==> src/rtl/mips_bus_arbiter_if.sv <==
// rtl/mips_bus_arbiter_if.sv - Avalon-style memory port shared by the CPU requesters and the external bus.
interface mips_bus_arbiter_if;
  logic [31:0] address;
  logic        read;
  logic        write;
  logic [31:0] writedata;
  logic [3:0]  byteenable;
  logic        waitrequest;
  logic [31:0] readdata;
  logic        rvalid;

  modport master (
    output address, read, write, writedata, byteenable,
    input  waitrequest, readdata, rvalid
  );

  modport slave (
    input  address, read, write, writedata, byteenable,
    output waitrequest, readdata, rvalid
  );
endinterface

==> src/rtl/mips_bus_arbiter.sv <==
// rtl/mips_bus_arbiter.sv - Two-requester (fetch/load-store) arbiter for the CPU memory bus.
module mips_bus_arbiter #(
  parameter int unsigned PRIORITY   = 0,
  parameter int unsigned WAIT_LIMIT = 64
) (
  input  logic               clk,
  input  logic               reset,
  mips_bus_arbiter_if.slave  i_port,
  mips_bus_arbiter_if.slave  d_port,
  mips_bus_arbiter_if.master bus,
  output logic               timeout
);
  localparam int unsigned CW = $clog2(WAIT_LIMIT + 1);
  localparam logic [CW-1:0] LIMIT = CW'(WAIT_LIMIT);

  typedef enum logic [1:0] {IDLE, OWN_I, OWN_D} state_e;
  typedef enum logic {PORT_I, PORT_D} port_e;

  state_e        state_q, state_d;
  port_e         rr_next_q, rr_next_d;
  port_e         rd_owner_q, rd_owner_d;
  logic          rvalid_q, rvalid_d;
  logic [CW-1:0] wait_cnt_q, wait_cnt_d;
  logic          timeout_q, timeout_d;

  logic i_req, d_req, owner_req, accept;
  logic unused_inputs;

  assign i_req = i_port.read;
  assign d_req = d_port.read | d_port.write;

  // The fetch port is read-only and the bus never reports rvalid back to us.
  assign unused_inputs = ^{bus.rvalid, i_port.write, i_port.writedata, i_port.byteenable};

  always_comb begin
    bus.address        = '0;
    bus.read           = 1'b0;
    bus.write          = 1'b0;
    bus.writedata      = '0;
    bus.byteenable     = '0;
    i_port.waitrequest = 1'b1;
    d_port.waitrequest = 1'b1;
    owner_req          = 1'b0;
    case (state_q)
      OWN_I: begin
        bus.address        = i_port.address;
        bus.read           = i_port.read;
        bus.byteenable     = 4'hF;
        i_port.waitrequest = bus.waitrequest;
        owner_req          = i_req;
      end
      OWN_D: begin
        bus.address        = d_port.address;
        bus.read           = d_port.read;
        bus.write          = d_port.write & ~d_port.read;
        bus.writedata      = d_port.writedata;
        bus.byteenable     = d_port.byteenable;
        d_port.waitrequest = bus.waitrequest;
        owner_req          = d_req;
      end
      default: ;
    endcase
  end

  assign accept = (state_q != IDLE) && owner_req && !bus.waitrequest;

  always_comb begin
    state_d    = state_q;
    rr_next_d  = rr_next_q;
    rd_owner_d = rd_owner_q;
    rvalid_d   = 1'b0;
    wait_cnt_d = '0;
    case (state_q)
      IDLE: begin
        if (i_req && d_req)
          state_d = (PRIORITY != 0 || rr_next_q == PORT_D) ? OWN_D : OWN_I;
        else if (d_req)
          state_d = OWN_D;
        else if (i_req)
          state_d = OWN_I;
      end
      default: begin
        if (accept) begin
          state_d    = IDLE;
          rr_next_d  = (state_q == OWN_I) ? PORT_D : PORT_I;
          rd_owner_d = (state_q == OWN_I) ? PORT_I : PORT_D;
          rvalid_d   = bus.read;
        end else if (!owner_req) begin
          // Owner withdrew before acceptance: release the bus without a transfer.
          state_d = IDLE;
        end else begin
          wait_cnt_d = (wait_cnt_q == LIMIT) ? wait_cnt_q : wait_cnt_q + CW'(1);
        end
      end
    endcase
    timeout_d = timeout_q | ((WAIT_LIMIT != 0) && (wait_cnt_d == LIMIT));
  end

  always_ff @(posedge clk) begin
    if (reset) begin
      state_q    <= IDLE;
      rr_next_q  <= PORT_D;
      rd_owner_q <= PORT_I;
      rvalid_q   <= 1'b0;
      wait_cnt_q <= '0;
      timeout_q  <= 1'b0;
    end else begin
      state_q    <= state_d;
      rr_next_q  <= rr_next_d;
      rd_owner_q <= rd_owner_d;
      rvalid_q   <= rvalid_d;
      wait_cnt_q <= wait_cnt_d;
      timeout_q  <= timeout_d;
    end
  end

  assign i_port.readdata = bus.readdata;
  assign d_port.readdata = bus.readdata;
  assign i_port.rvalid   = rvalid_q && (rd_owner_q == PORT_I);
  assign d_port.rvalid   = rvalid_q && (rd_owner_q == PORT_D);
  assign timeout         = timeout_q;
endmodule

==> src/flat_wrapper.sv <==
// flat-port wrapper written by rule: the top's interface ports become plain ports
module mips_bus_arbiter_flat 
#(
  parameter int unsigned PRIORITY   = 0,
  parameter int unsigned WAIT_LIMIT = 64
)
  (clk, reset, timeout, i_port_address, i_port_read, i_port_write, i_port_writedata, i_port_byteenable, i_port_waitrequest, i_port_readdata, i_port_rvalid, d_port_address, d_port_read, d_port_write, d_port_writedata, d_port_byteenable, d_port_waitrequest, d_port_readdata, d_port_rvalid, bus_address, bus_read, bus_write, bus_writedata, bus_byteenable, bus_waitrequest, bus_readdata, bus_rvalid);
  mips_bus_arbiter_if i_port_i ();
  mips_bus_arbiter_if d_port_i ();
  mips_bus_arbiter_if bus_i ();
  input  logic clk;
  input  logic reset;
  output logic timeout;
  input wire logic [$bits(i_port_i.address)-1:0] i_port_address;
  input wire logic [$bits(i_port_i.read)-1:0] i_port_read;
  input wire logic [$bits(i_port_i.write)-1:0] i_port_write;
  input wire logic [$bits(i_port_i.writedata)-1:0] i_port_writedata;
  input wire logic [$bits(i_port_i.byteenable)-1:0] i_port_byteenable;
  output wire logic [$bits(i_port_i.waitrequest)-1:0] i_port_waitrequest;
  output wire logic [$bits(i_port_i.readdata)-1:0] i_port_readdata;
  output wire logic [$bits(i_port_i.rvalid)-1:0] i_port_rvalid;
  input wire logic [$bits(d_port_i.address)-1:0] d_port_address;
  input wire logic [$bits(d_port_i.read)-1:0] d_port_read;
  input wire logic [$bits(d_port_i.write)-1:0] d_port_write;
  input wire logic [$bits(d_port_i.writedata)-1:0] d_port_writedata;
  input wire logic [$bits(d_port_i.byteenable)-1:0] d_port_byteenable;
  output wire logic [$bits(d_port_i.waitrequest)-1:0] d_port_waitrequest;
  output wire logic [$bits(d_port_i.readdata)-1:0] d_port_readdata;
  output wire logic [$bits(d_port_i.rvalid)-1:0] d_port_rvalid;
  output wire logic [$bits(bus_i.address)-1:0] bus_address;
  output wire logic [$bits(bus_i.read)-1:0] bus_read;
  output wire logic [$bits(bus_i.write)-1:0] bus_write;
  output wire logic [$bits(bus_i.writedata)-1:0] bus_writedata;
  output wire logic [$bits(bus_i.byteenable)-1:0] bus_byteenable;
  input wire logic [$bits(bus_i.waitrequest)-1:0] bus_waitrequest;
  input wire logic [$bits(bus_i.readdata)-1:0] bus_readdata;
  input wire logic [$bits(bus_i.rvalid)-1:0] bus_rvalid;
  assign i_port_i.address = i_port_address;
  assign i_port_i.read = i_port_read;
  assign i_port_i.write = i_port_write;
  assign i_port_i.writedata = i_port_writedata;
  assign i_port_i.byteenable = i_port_byteenable;
  assign i_port_waitrequest = i_port_i.waitrequest;
  assign i_port_readdata = i_port_i.readdata;
  assign i_port_rvalid = i_port_i.rvalid;
  assign d_port_i.address = d_port_address;
  assign d_port_i.read = d_port_read;
  assign d_port_i.write = d_port_write;
  assign d_port_i.writedata = d_port_writedata;
  assign d_port_i.byteenable = d_port_byteenable;
  assign d_port_waitrequest = d_port_i.waitrequest;
  assign d_port_readdata = d_port_i.readdata;
  assign d_port_rvalid = d_port_i.rvalid;
  assign bus_address = bus_i.address;
  assign bus_read = bus_i.read;
  assign bus_write = bus_i.write;
  assign bus_writedata = bus_i.writedata;
  assign bus_byteenable = bus_i.byteenable;
  assign bus_i.waitrequest = bus_waitrequest;
  assign bus_i.readdata = bus_readdata;
  assign bus_i.rvalid = bus_rvalid;
  mips_bus_arbiter #(.PRIORITY(PRIORITY), .WAIT_LIMIT(WAIT_LIMIT)) u_core (.clk(clk), .reset(reset), .i_port(i_port_i), .d_port(d_port_i), .bus(bus_i), .timeout(timeout));
endmodule
==> config.mk <==
export PLATFORM = sky130hd
export DESIGN_NAME = mips_bus_arbiter_flat
export DESIGN_NICKNAME = d
export VERILOG_FILES = /design/src/rtl/mips_bus_arbiter_if.sv /design/src/rtl/mips_bus_arbiter.sv /design/src/flat_wrapper.sv
export SDC_FILE = /design/constraint.sdc
export NUM_CORES = 1
export LEC_CHECK = 0
export BUFFER_PORTS_ARGS = -buffer_cell sky130_fd_sc_hd__buf_2
export CAP_MARGIN = 20
export CORE_AREA = 8 8 117 119
export DETAILED_ROUTE_END_ITERATION = 7
export DIE_AREA = 0 0 125 127
export GPL_TIMING_DRIVEN = 0
export HOLD_SLACK_MARGIN = 0.05
export PLACE_DENSITY_LB_ADDON = 0.25
export SLEW_MARGIN = 20
export SYNTH_ARGS = -nofsm -noshare
export SYNTH_HDL_FRONTEND = slang
export SYNTH_SLANG_ARGS = --single-unit
export TNS_END_PERCENT = 1
==> constraint.sdc <==
create_clock -name clk -period 1.9 [get_ports clk]
set_input_delay 0.19 -clock clk [delete_from_list [all_inputs] [get_ports clk]]
set_output_delay 0.19 -clock clk [all_outputs]
set_load 0.01 [all_outputs]
==> impl_results.md <==
* First-pass GRT wire length at 16.48 mm
* Largest net degree at the start of global routing at 11
* Synth Register Bits at 13
* Drt drc at 0
* Clock sink count at 13
* Area grow syn2layout at 84.15%
* Pins Over Slew Limit at 0
* Clock Pin Slew Worst Setup and Hold Paths at 50 ps
* Total chip power at 0.001437 W
* Fill count at 1323
* Hold buffers post-CTS at 0
* Initial DRC Count at 85
* Post-Route WL at 11.15 mm
* Post-synthesis cell type count at 35
* Row cnt at 40
* Total of max-cap violations at 0
* Dpl hpwl at 10.03 mm
* CTS Buf Count at 3
* Final hold vios at 0
* Slew @ Worst Pin at 423.6 ps
* Vias in the first global route at 2628
* Synthesized area at 1887 um^2
* Commonest non-fill, non-tap cells in the layout: 244 x buf_2, 71 x buf_4, 47 x nor2_1, 35 x and2_1, 30 x a22oi_1
* Syn Inst Count at 272
* Die ar. at 15880 um^2
* Total negative slack at 0 ps
* CP endpoint kind: output port
* Vias at 2682
* Synth warnings at 0
* Congestion Overflow GR at 0
* Core area at 11810 um^2
* CTS tree: done
* Clock skew at 6.318 ps
* Drt pass-1 iters at 4
* Via density at 4.021
* Hold Path Class: input pin to flip-flop
* Initial antenna violation count at 0
* Root Driver: clkbuf_16
* Antenna diodes at 0
* Worst EP arrival at 1630 ps
* Crit start category: flip-flop
* Headroom to the max-slew limit at 71.36%
* Buffers on Ports at 244
* Final GP Congestion at 0.9113
* Initial Utilization at 15.97%
* Final period util at 95.57%
* Chip width at 125 um
* PwrDens at 413.6 nW/um^2
* WS Path Type: flip-flop to output port
* Mean post-synth cell area at 6.937 um^2
* Nets at 703
* Share of cells above drive strength 1 at 65.19%
* Worst slack, placed at -451.3 ps
* Max Fanout on Critical Path at 10
* Sequential fraction of the synthesis area at 13.79%
* Fmax at 0.5507 GHz
* Clk Latency, worst-skew pair at 250 ps
* Final WS setup at 84.18 ps
* Total GRT Usage at 12.90%
* Final setup viols at 0
* Avg WL per Cell at 16.72 um
* Syn Nets at 454
* Most common cell after layout, fill and taps aside: buf_2
* WHS at 170.0 ps
* Antenna viol nets, final at 0
* Num ports at 315
* RSZ-0062 raised after global routing: yes
* Status: finished, final reports clean
* Fin crit period at 1816 ps
* VDD IR max at 0.3620 mV
* H-Tree Depth at 1
* Clock buffer depth at 2
* Cell leakage power at 1.961 nW
* Die Y at 127 um
* Req. time, crit path at 1710 ps
[through the flow]
stage	instance area, um^2	util, %	cells
global placement	3292	27.87	663
detailed placement	3292	27.87	663
finish	3475	29.42	667
CTS	3412	28.89	667
floorplan	1887	-	272
global route	3475	29.42	667
[cells in the mapped netlist]
cell | n | area share, %
a211oi_1 | 1 | 0.40
a21o_1 | 1 | 0.40
a21oi_1 | 7 | 1.9
a22oi_1 | 32 | 13
and2_1 | 35 | 12
and3_1 | 1 | 0.33
and3b_1 | 1 | 0.46
and4b_1 | 1 | 0.53
buf_1 | 3 | 0.60
buf_4 | 65 | 26
clkbuf_1 | 11 | 2.2
clkbuf_2 | 1 | 0.26
dfxtp_1 | 13 | 14
ha_1 | 6 | 4.0
inv_1 | 8 | 1.6
inv_2 | 1 | 0.20
mux2i_1 | 4 | 2.1
nand2_1 | 6 | 1.2
nand3_1 | 3 | 0.80
nand3b_1 | 1 | 0.40
nor2_1 | 50 | 9.9
nor2b_1 | 2 | 0.66
nor3_1 | 1 | 0.26
nor3_2 | 1 | 0.53
nor4b_1 | 1 | 0.46
o2111ai_1 | 1 | 0.46
o211a_1 | 2 | 1.1
o21a_1 | 1 | 0.40
o21ai_0 | 2 | 0.53
o221ai_1 | 1 | 0.46
o22ai_1 | 1 | 0.33
o41ai_1 | 1 | 0.46
or2_2 | 1 | 0.33
xnor2_1 | 4 | 1.9
xor2_1 | 2 | 0.93
[cell families after synthesis]
family	after synthesis	share of synthesized area, %
and+or+nand+nor	104	27.52
buffers and inverters	89	30.70
muxes	4	2.122
AOI/OAI and AO/OA	50	19.10
xor gates and xnor gates	6	2.785
DFF	13	13.79
adders and majority gates	6	3.979
[sequential cells by signal (all words and copies together), names as in the netlist]
| name | cells |
|---|---|
| u_core.rvalid_q | 1 |
| u_core.timeout | 1 |
| u_core.rd_owner_q | 1 |
| u_core.wait_cnt_q | 7 |
| u_core.rr_next_q | 1 |
| u_core.state_q | 2 |
[power breakdown]
| group | switching [W] | leakage (nW) | internal [W] |
|---|---|---|---|
| clock | 0.000120 | 0.0382 | 0.000283 |
| sequential | 0.00000443 | 0.106 | 0.000279 |
| combinational | 0.000375 | 1.82 | 0.000376 |
| total | 0.000499 | 1.96 | 0.000938 |
[per-layer routing]
layer / share of wire [%] / global-route usage [%] / wire [um]
met3: 8.4 / 3.785 / 939
met1: 37 / 13.65 / 4078
met5: 0 / 0 / 0
met4: 0.63 / 1.791 / 70
met2: 54 / 25.15 / 6062
[cell type report]
class / instances / area, um^2 / area share [%]
Inverter: 9 / 36.28 / 1.044
Buffer: 80 / 594.3 / 17.10
Tap cell: 147 / 183.9 / 5.293
Multi-Input combinational cell: 170 / 1097 / 31.58
Sequential cell: 13 / 262.8 / 7.562
Timing Repair Buffer: 244 / 1221 / 35.15
Clock buffer: 4 / 78.83 / 2.269
[what timing repair did]
item                                    4_1_cts  5_1_grt
setup buffers                                 0        0
endpoints found under the setup margin       58       58
gates resized for setup                      21       24
hold endpoints to repair                      0        0
[worst max-delay path, stage by stage, from the launching register on]
cell	delay, ps
dfxtp_2	350
inv_1	80
ha_1	190
clkbuf_2	160
buf_4	190
a22oi_1	200
nor2_1	60
buf_2	140
[final timing paths]
check / startpoint / endpoint / slack (ps) / cells past startpoint
worst min-delay path: reset / u_core.state_q[0] / 170 / 2
worst max-delay path: u_core.state_q[0] / bus_address[1] / 80 / 7
worst min register to register: u_core.timeout / u_core.timeout / 470 / 2
worst max register to register: u_core.state_q[0] / u_core.wait_cnt_q[3] / 170 / 6
(Power assumes the default switching activity.)
